`src/rtl/bin_to_bcd_pkg.sv`:
```
// bin_to_bcd_pkg: shared widths and limits for the binary-to-BCD converter
package bin_to_bcd_pkg;
  localparam int BCD_DIGIT_W = 4;
  localparam int BIN_W = 8;
  localparam int BCD_MAX = 99;
endpackage

```
`src/rtl/bin_to_bcd_comb.sv`:
```
// bin_to_bcd_comb: combinational double-dabble core producing tens, units and overflow
module bin_to_bcd_comb
  import bin_to_bcd_pkg::*;
(
  input  logic [BIN_W-1:0]       i_binary,
  output logic [BCD_DIGIT_W-1:0] o_tens,
  output logic [BCD_DIGIT_W-1:0] o_units,
  output logic                   o_overflow
);
  logic [3*BCD_DIGIT_W-1:0] bcd;
  logic [BCD_DIGIT_W-1:0] h, t;
  logic sat;
  always_comb begin
    bcd = '0;
    for (int i = 0; i < BIN_W; i++) begin
      for (int d = 0; d < 3; d++)
        if (bcd[BCD_DIGIT_W*d +: BCD_DIGIT_W] >= 4'd5)
          bcd[BCD_DIGIT_W*d +: BCD_DIGIT_W] = bcd[BCD_DIGIT_W*d +: BCD_DIGIT_W] + 4'd3;
      bcd = {bcd[3*BCD_DIGIT_W-2:0], i_binary[BIN_W-1-i]};
    end
  end
  // hundreds fold into the tens digit up to 159; beyond that it pins at 15
  assign h = bcd[2*BCD_DIGIT_W +: BCD_DIGIT_W];
  assign t = bcd[BCD_DIGIT_W +: BCD_DIGIT_W];
  assign sat = (h >= 4'd2) || (h == 4'd1 && t >= 4'd6);
  assign o_tens = sat ? 4'hf : (h == 4'd1 ? t + 4'd10 : t);
  assign o_units = bcd[BCD_DIGIT_W-1:0];
  assign o_overflow = int'(i_binary) > BCD_MAX;
endmodule

```
`src/rtl/bin_to_bcd.sv`:
```
// bin_to_bcd: registered binary-to-two-digit converter with capture enable
module bin_to_bcd
  import bin_to_bcd_pkg::*;
(
  input  logic                   i_clk,
  input  logic                   i_reset,
  input  logic                   i_en,
  input  logic [BIN_W-1:0]       i_binary,
  output logic [BCD_DIGIT_W-1:0] o_bcd_msb,
  output logic [BCD_DIGIT_W-1:0] o_bcd_lsb,
  output logic                   o_overflow
);
  logic [BCD_DIGIT_W-1:0] tens, units;
  logic ovf;
  bin_to_bcd_comb u_comb (
    .i_binary  (i_binary),
    .o_tens    (tens),
    .o_units   (units),
    .o_overflow(ovf)
  );
  always_ff @(posedge i_clk) begin
    if (i_reset) begin
      o_bcd_msb <= '0;
      o_bcd_lsb <= '0;
      o_overflow <= 1'b0;
    end else if (i_en) begin
      o_bcd_msb <= tens;
      o_bcd_lsb <= units;
      o_overflow <= ovf;
    end
  end
endmodule

```
`config.mk`:
```
export PLATFORM = sky130hd
export DESIGN_NAME = bin_to_bcd
export DESIGN_NICKNAME = d
export VERILOG_FILES = /design/src/rtl/bin_to_bcd_pkg.sv /design/src/rtl/bin_to_bcd_comb.sv /design/src/rtl/bin_to_bcd.sv
export SDC_FILE = /design/constraint.sdc
export NUM_CORES = 1
export LEC_CHECK = 0
export BUFFER_PORTS_ARGS = -buffer_cell sky130_fd_sc_hd__clkbuf_2
export CORE_ASPECT_RATIO = 0.75
export CORE_MARGIN = 5
export CORE_UTILIZATION = 50
export CTS_CLUSTER_SIZE = 24
export DETAILED_ROUTE_END_ITERATION = 12
export GPL_TIMING_DRIVEN = 0
export PLACE_DENSITY = 0.74
export SYNTH_ARGS = -nofsm -noshare
export SYNTH_HDL_FRONTEND = slang
export SYNTH_HIERARCHICAL = 1
export SYNTH_SLANG_ARGS = --single-unit
```
`constraint.sdc`:
```
create_clock -name i_clk -period 4.95 [get_ports i_clk]
set_input_delay 0.495 -clock i_clk [delete_from_list [all_inputs] [get_ports i_clk]]
set_output_delay 0.495 -clock i_clk [all_outputs]
set_load 0.01 [all_outputs]
```
==> summary.md, run 1 <==
| Metric | Value |
|---|---|
| Status | `completed` |
| DR vias/cell | `6.270` |
| Avg Inst Size Synth | `7.884 sq um` |
| Most used cell, CP | `ha_4` |
| Biggest area consumer among synthesized cells | `dfxtp_1` |
| Initial antenna violation count | `0` |
| Met2 Usage GRT | `28.66%` |
| Die area | `0.004127 sq mm` |
| H-tree Lvls | `1` |
| Final Core Density | `62.53%` |
| Lkg Pwr | `0.7644 nW` |
| Hold WC Path Type | `reg2reg` |
| Diodes inserted | `0` |
| Row cnt | `17` |
| Synthesized Nets | `208` |
| Drt drc | `0` |
| Fmax | `208.6 MHz` |
| Hold-fix buffers, CTS | `0` |
| GR Util met1 | `25.69%` |
| Max VDD drop | `0.1622 mV` |
| Synth Instances | `186` |
| Slew Limit Fails | `0` |
| Global-route track usage on met3 | `2.862%` |
| Netlist cell types | `64` |
| Via Count | `1555` |
| Period minus WS final | `4.794 ns` |
| Drt total wl | `3796 um` |
| Clock buffer depth | `2` |
| Max stage delay on crit path | `0.44 ns` |
| Critical-path cell list | `buf_4 -> inv_4 -> ha_4 -> o21ai_0 -> mux2_4 -> ha_4 -> nor2b_1 -> or4_4 -> a221oi_4 -> inv_2 -> ha_4 -> nand2b_4 -> a31oi_4 -> mux2_4 -> a311oi_4 -> ha_1 -> nand2b_1 -> nor4b_2 -> mux2i_1 -> nand3_1 -> mux2i_1 -> nor2_1` |
| Clk pwr share | `15.8%` |
| Element type at the critical path start | `input pin` |
| Worst Skew | `0 ns` |
| CTS Buf Count | `3` |
| Worst slew margin | `43.61%` |
| CTS Sinks | `9` |
| First DRT Iteration DRCs | `132` |
| Area Overhead vs Synth | `22.44%` |
| Final setup fails | `0` |
| Yosys top cell area share | `12.29%` |
| Tightest Pin Transition | `0.8223 ns` |
| Die W | `72.54 um` |
| Nets | `233` |
| Mapped Area | `0.001466 sq mm` |
| Critical Path End Type | `flip-flop` |
| CP max stage cell | `or4_4` |
| Share of cells above drive strength 1 | `28.57%` |
| Crit share post-route | `96.84%` |
| Synth top cells by count | `nor2_1 (20), nand2_1 (15), a21oi_1 (12), mux2i_1 (12), ha_1 (11)` |
| Most common cell in the netlist | `nor2_1` |
| Comb pwr share | `67.2%` |
| Vias in the first global route | `1404` |
| First-pass GRT wire length | `6210 um` |
| Number of flops mapped to enable cells by yosys | `0` |
| GPL Wtd Cong | `0.9473` |
| Die Ht | `56.90 um` |
| Root Driver | `clkbuf_8` |
| Pre-antenna DRT Iters | `4` |
| CP max FO | `9` |
| Multi-input gate area | `0.001297 sq mm` |
| ANT nets after route | `0` |
| PortBufs | `14` |
| Async S/R FF share, synth | `0%` |
| Critical Setup Path Class | `in2reg` |
| Critical Path RT | `5.05 ns` |
| Hpwl dp | `2870 um` |
| FF/Latch Area | `180.2 sq um` |
| Sequential power share | `17.0%` |
| Crit path DAT | `4.90 ns` |
| GR peak layer | `met2` |
| Main synth FF type | `dfxtp_1` |
| FILL cells | `253` |
| Setup TNS | `0 ns` |
| Fin. Hold Viols | `0` |
| Register area share after synthesis | `12.29%` |
| Worst-Skew Late Latency | `0.23 ns` |
| Sw power | `0.2269 mW` |
| Net Sw Frac | `42.96%` |
| FF+latch count, synth | `9` |
| CTS tree | `done` |
| Max Cap Viol | `0` |
| Core area | `0.002872 sq mm` |
| Total track usage | `17.92%` |
| Grt ovf | `0` |
| CTS clk-pin slew, worst paths | `0.04 ns` |
| Top cells by area, synth | `dfxtp_1 (12%), ha_1 (9.4%), mux2i_1 (8.2%)` |
| Initial Utilization | `51.07%` |
| PwrDens | `294.2 mW/mm^2` |
| DR WL/cell | `15.31 um` |
| Pin count of the biggest net entering global routing | `14` |
| # IOs | `20` |
| Yosys warnings | `6` |
| Power Internal | `0.3013 mW` |
metrics by stage:
stage / cells / hold WS, ns / instance area (sq um) / setup WS (ns) / total power [mW]
after CTS: 243 / 0.5022 / 1747 / 0.0009170 / 0.5068
after detailed placement: 238 / 0.4915 / 1677 / -0.5082 / 0.4128
after global placement: 238 / 0.4740 / 1677 / -0.3837 / 0.3979
after global routing: 248 / 0.5370 / 1795 / -0.02481 / 0.5678
after floorplan: 186 / 0.5312 / 1559 / 0.03782 / 0.3467
final: 248 / 0.5006 / 1795 / 0.1562 / 0.5282
critical path, delay by kind of cell:
| family | cells | cell delay, ns |
|---|---|---|
| muxes | 4 | 1.06 |
| AOI/OAI and AO/OA | 4 | 0.97 |
| adders and majority gates | 4 | 0.79 |
| buffers and inverters | 3 | 0.32 |
| and+or+nand+nor | 7 | 1.23 |
kinds of logic (layout without fill, tap and decap cells):
family	after synthesis	in the layout	share of synthesized area, %
AO/OA/AOI/OAI	59	59	33.28
XOR/XNOR	1	1	0.5974
adder cells (fa/ha/maj)	11	11	9.386
buffers and inverters	19	43	6.910
flip-flops	9	9	12.29
multiplexers	15	15	11.52
AND/OR/NAND/NOR	72	72	26.02
worst paths after layout:
| kind | cells after the start | to | start | slack, ns |
|---|---|---|---|---|
| worst max-delay path | 22 | o_bcd_msb[0] | i_binary[6] | 0.16 |
| worst min-delay path | 2 | o_bcd_lsb[2] | o_bcd_lsb[2] | 0.50 |
| worst max register to register | 2 | o_bcd_msb[0] | o_bcd_msb[0] | 4.30 |
| worst min register to register | 2 | o_bcd_lsb[2] | o_bcd_lsb[2] | 0.50 |
what timing repair did:
action                                  in CTS  in global routing
cloned                                       0                  0
pin swaps                                    1                  5
gates resized for setup                      3                  3
endpoints found under the hold margin        0                  0
endpoints found under the setup margin       3                  3
buffers inserted                             2                  5
placed cells by master, fill, tap and decap left out, types with 3 or more instances in the layout:
cell        n
a211o_1     3
a21o_1      4
a21oi_1    10
buf_4       9
buf_6       3
clkbuf_1    3
clkbuf_2   13
clkbuf_8    3
dfxtp_1     9
ha_1        6
ha_4        4
inv_1       6
mux2i_1    12
nand2_1    14
nand2b_1    3
nand3_1     7
nor2_1     20
nor3_1      4
o2111ai_1   3
o21ai_0     7
power by group through the flow:
stage | sequential, mW | clock, mW | combinational, mW
2_1_floorplan | 0.0953 | 0 | 0.251
3_3_place_gp | 0.0897 | 0 | 0.308
3_5_place_dp | 0.0910 | 0 | 0.322
4_1_cts | 0.0897 | 0.0853 | 0.332
5_1_grt | 0.0909 | 0.0907 | 0.386
6_report | 0.0897 | 0.0837 | 0.355
state kept, by name, summed over array words and instances (netlist names):
signal,cells
o_bcd_lsb,4
o_bcd_msb,4
o_overflow,1
cell type report:
cell class / count / area share (%)
multi-input cells: 158 / 72.26
flip-flops and latches: 9 / 10.03
repair buffers: 21 / 6.969
plain buffers: 8 / 3.345
well taps: 38 / 2.648
clock buffers: 4 / 2.509
inverters: 10 / 2.230
per-layer routing:
metal  part of all wire (%)  wire (um)
met5                      0          0
met4                   0.21          8
met3                    5.0        191
met2                     48       1835
met1                     46       1761
No activity file was read; power rests on OpenSTA's default activity.
==> run 2, diff against run 1 <==
ABC_AREA = 1   (was unset)
PLACE_DENSITY = 0.72   (was 0.74)
clock period = 5 ns   (was 4.95 ns; I/O delays follow)
==> run 2 against run 1 <==
Against the previous run:
- global-route usage fell by 1.2 points
- sequential share of layout area rose by 2.5 points
- synthesized cell count rose by 10%
- combinational power fell by 16%
- synthesized area fell by 13%
- hold slack got worse by 0.032 ns
- design area fell by 20%
- first-iteration DRC count fell by 73%
- sequential power fell by 2.3%
- critical path type unchanged
==> summary.md, run 2 <==
| Metric | Value |
|---|---|
| Main synth FF type | `dfxtp_1` |
| Register area share after synthesis | `14.06% (+1.8 points)` |
| Drt drc | `0 (unchanged)` |
| Row cnt | `15 (-2)` |
| DR vias/cell | `4.588 (-27%)` |
| Fmax | `230.9 MHz` |
| Period minus WS final | `4.332 ns` |
| Yosys top cell area share | `14.06% (+1.8 points)` |
| Initial Utilization | `54.18% (+3.1 points)` |
| Max VDD drop | `0.1482 mV (-8.7%)` |
| Diodes inserted | `0 (unchanged)` |
| Grt ovf | `0 (unchanged)` |
| Cell Count, Final, Fillers Out | `260 (+4.8%)` |
| Top Registers | `o_bcd_lsb x4, o_bcd_msb x4, o_overflow x1` |
| Fin. Hold Viols | `0 (unchanged)` |
| Clock buffer depth | `2 (unchanged)` |
| Most used cell, CP | `nand2_1` |
| Mapped Area | `0.001281 sq mm (-13%)` |
| First DRT Iteration DRCs | `35 (-73%)` |
| Area Overhead vs Synth | `12.01%` |
| Core area | `0.002365 sq mm (-18%)` |
| Pin count of the biggest net entering global routing | `11 (-3)` |
| DR WL/cell | `9.762 um (-36%)` |
| Die W | `68.45 um (-5.6%)` |
| Final setup fails | `0 (unchanged)` |
| Max Cap Viol | `0 (unchanged)` |
| Die area | `0.003685 sq mm (-11%)` |
| Pre-antenna DRT Iters | `4 (unchanged)` |
| Via Count | `1193 (-23%)` |
| Netlist cell types | `32 (-50%)` |
| Root Driver | `clkbuf_4` |
| Critical path's top delay family | `simple AND/OR/NAND/NOR gates` |
| Resize count post-CTS | `0 (-3)` |
| Synthesized Nets | `227 (+9.1%)` |
| CTS clk-pin slew, worst paths | `0.06 ns (+0.02 ns)` |
| PortBufs | `17 (+3)` |
| Worst Path Buf+Inv | `7 (+4)` |
| Most frequent cells in the layout | `nand2_1 (48), inv_1 (38), nor2_1 (24)` |
| Hold WC Path Type | `reg2reg` |
| Post-Place Cells | `256 (+7.6%)` |
| Total track usage | `16.68% (-1.2 points)` |
| Max stage delay on crit path | `0.30 ns (-0.14 ns)` |
| Postcts setup bufs | `0 (-2)` |
| Number of flops mapped to enable cells by yosys | `0 (unchanged)` |
| Worst Skew | `0 ns (unchanged)` |
| Synth top cells by count | `nand2_1 (48), inv_1 (38), nor2_1 (24), nand3_1 (17), nand2_2 (16)` |
| Critical Path End Type | `flip-flop` |
| Worst slew margin | `66.73% (+23 points)` |
| Hold-fix buffers, CTS | `0 (unchanged)` |
| Total chip power | `0.4419 mW (-16%)` |
| Most common cell after layout, fill and taps aside | `nand2_1` |
| CTS tree | `done` |
| Status | `completed` |
| Vias in the first global route | `1165 (-17%)` |
| Element type at the critical path start | `input pin` |
| Avg Inst Size Synth | `6.250 sq um (-21%)` |
| Yosys warnings | `6 (unchanged)` |
| Critical Setup Path Class | `in2reg` |
| Die Ht | `53.84 um (-5.4%)` |
| Biggest area consumer among synthesized cells | `dfxtp_1` |
| Hpwl dp | `2206 um (-23%)` |
| Setup TNS | `0 ns (unchanged)` |
| GPL Wtd Cong | `0.8144 (-14%)` |
| H-tree Lvls | `1 (unchanged)` |
| CP max stage cell | `or2_2` |
| Drt total wl | `2538 um (-33%)` |
| RSZ-0062 raised after global routing | `false` |
| CTS Sinks | `9 (unchanged)` |
| First-pass GRT wire length | `4774 um (-23%)` |
| Crit share post-route | `86.64%` |
| Share of cells above drive strength 1 | `28.32% (-0.25 points)` |
| PwrDens | `307.9 mW/mm^2 (+4.7%)` |
| Critical Path RT | `5.16 ns (+0.11 ns)` |
| Slew Limit Fails | `0 (unchanged)` |
| Crit path DAT | `4.49 ns (-0.41 ns)` |
| CP max FO | `5 (-4)` |
| Worst-Skew Late Latency | `0.26 ns (+0.03 ns)` |
| # IOs | `20 (unchanged)` |
| Tightest Pin Transition | `0.4938 ns (-0.3285 ns)` |
| Most common cell in the netlist | `nand2_1` |
| Async S/R FF share, synth | `0% (unchanged)` |
| Top cells by area, synth | `dfxtp_1 (14%), nand2_1 (14%), inv_1 (11%)` |
| Initial antenna violation count | `0 (unchanged)` |
| CTS Buf Count | `3 (unchanged)` |
| Final Core Density | `60.69% (-1.8 points)` |
| Hold slack | `0.4690 ns (-0.03158 ns)` |
| Nets | `249 (+6.9%)` |
| FF+latch count, synth | `9 (unchanged)` |
| ANT nets after route | `0 (unchanged)` |
| Lkg Pwr | `0.8571 nW (+12%)` |
| Synth Instances | `205 (+10%)` |
## run 2: cell count changes in the layout (fill, tap and decap cells not counted), sizes merged, moves of 5 or more
cell   delta
mux2i    -13
a21oi    -10
inv      +30
buf      -10
nand2    +53
nand3    +16
nor2      +5
## run 2: through the flow
stage / instance area, sq um / worst slack, ns
after floorplan: 1281 / 0.9830
after global routing: 1435 / 0.1825
final: 1435 / 0.6682
after CTS: 1435 / 0.6801
after detailed placement: 1409 / 0.4168
after global placement: 1409 / 0.5389
## run 2: path summary, 6_finish.rpt
check	from	to	slack, ns	cells after the start
worst max-delay path	i_binary[6]	o_bcd_msb[1]	0.67	37
worst min-delay path	o_bcd_lsb[0]	o_bcd_lsb[0]	0.47	2
worst max register to register	o_bcd_msb[1]	o_bcd_msb[1]	4.43	2
worst min register to register	o_bcd_lsb[0]	o_bcd_lsb[0]	0.47	2
## run 2: metal layers
metal	track usage (%)	vias up	wire (um)
met1	21.35	510	1273
met5	0	-	0
met3	3.132	0	66
li1	-	668	-
met4	1.980	0	0
met2	29.79	15	1198
## run 2: power by group
part | internal [mW] | leakage (nW) | switching [mW]
sequential | 0.0825 | 0.0750 | 0.00518
combinational | 0.112 | 0.767 | 0.186
clock | 0.0308 | 0.0150 | 0.0254
## run 2: worst register-to-register path, cell delays in order (launching register included)
cell and delay, ns:
dfxtp_1 0.31, nor2_1 0.11, nor2_1 0.05
## run 2: logic make-up (layout without fill, tap and decap cells)
family                     after synthesis  count (layout)  share of synthesized area, %
AOI/OAI and AO/OA                       13              13                         7.813
and+or+nand+nor                        125             125                         49.12
adders and majority gates               11              11                         10.74
buffers and inverters                   43              64                         14.35
xor gates and xnor gates                 4               4                         3.907
DFF                                      9               9                         14.06
## run 2: cell type report
type	count	area [sq um]
Timing Repair Buffer	17	85.08
Inverter	40	150.1
Buffer	3	33.78
Sequential cell	9	180.2
Multi-Input combinational cell	153	917.1
Fill cell	239	929.6
Tap cell	34	42.54
Clock buffer	4	26.28
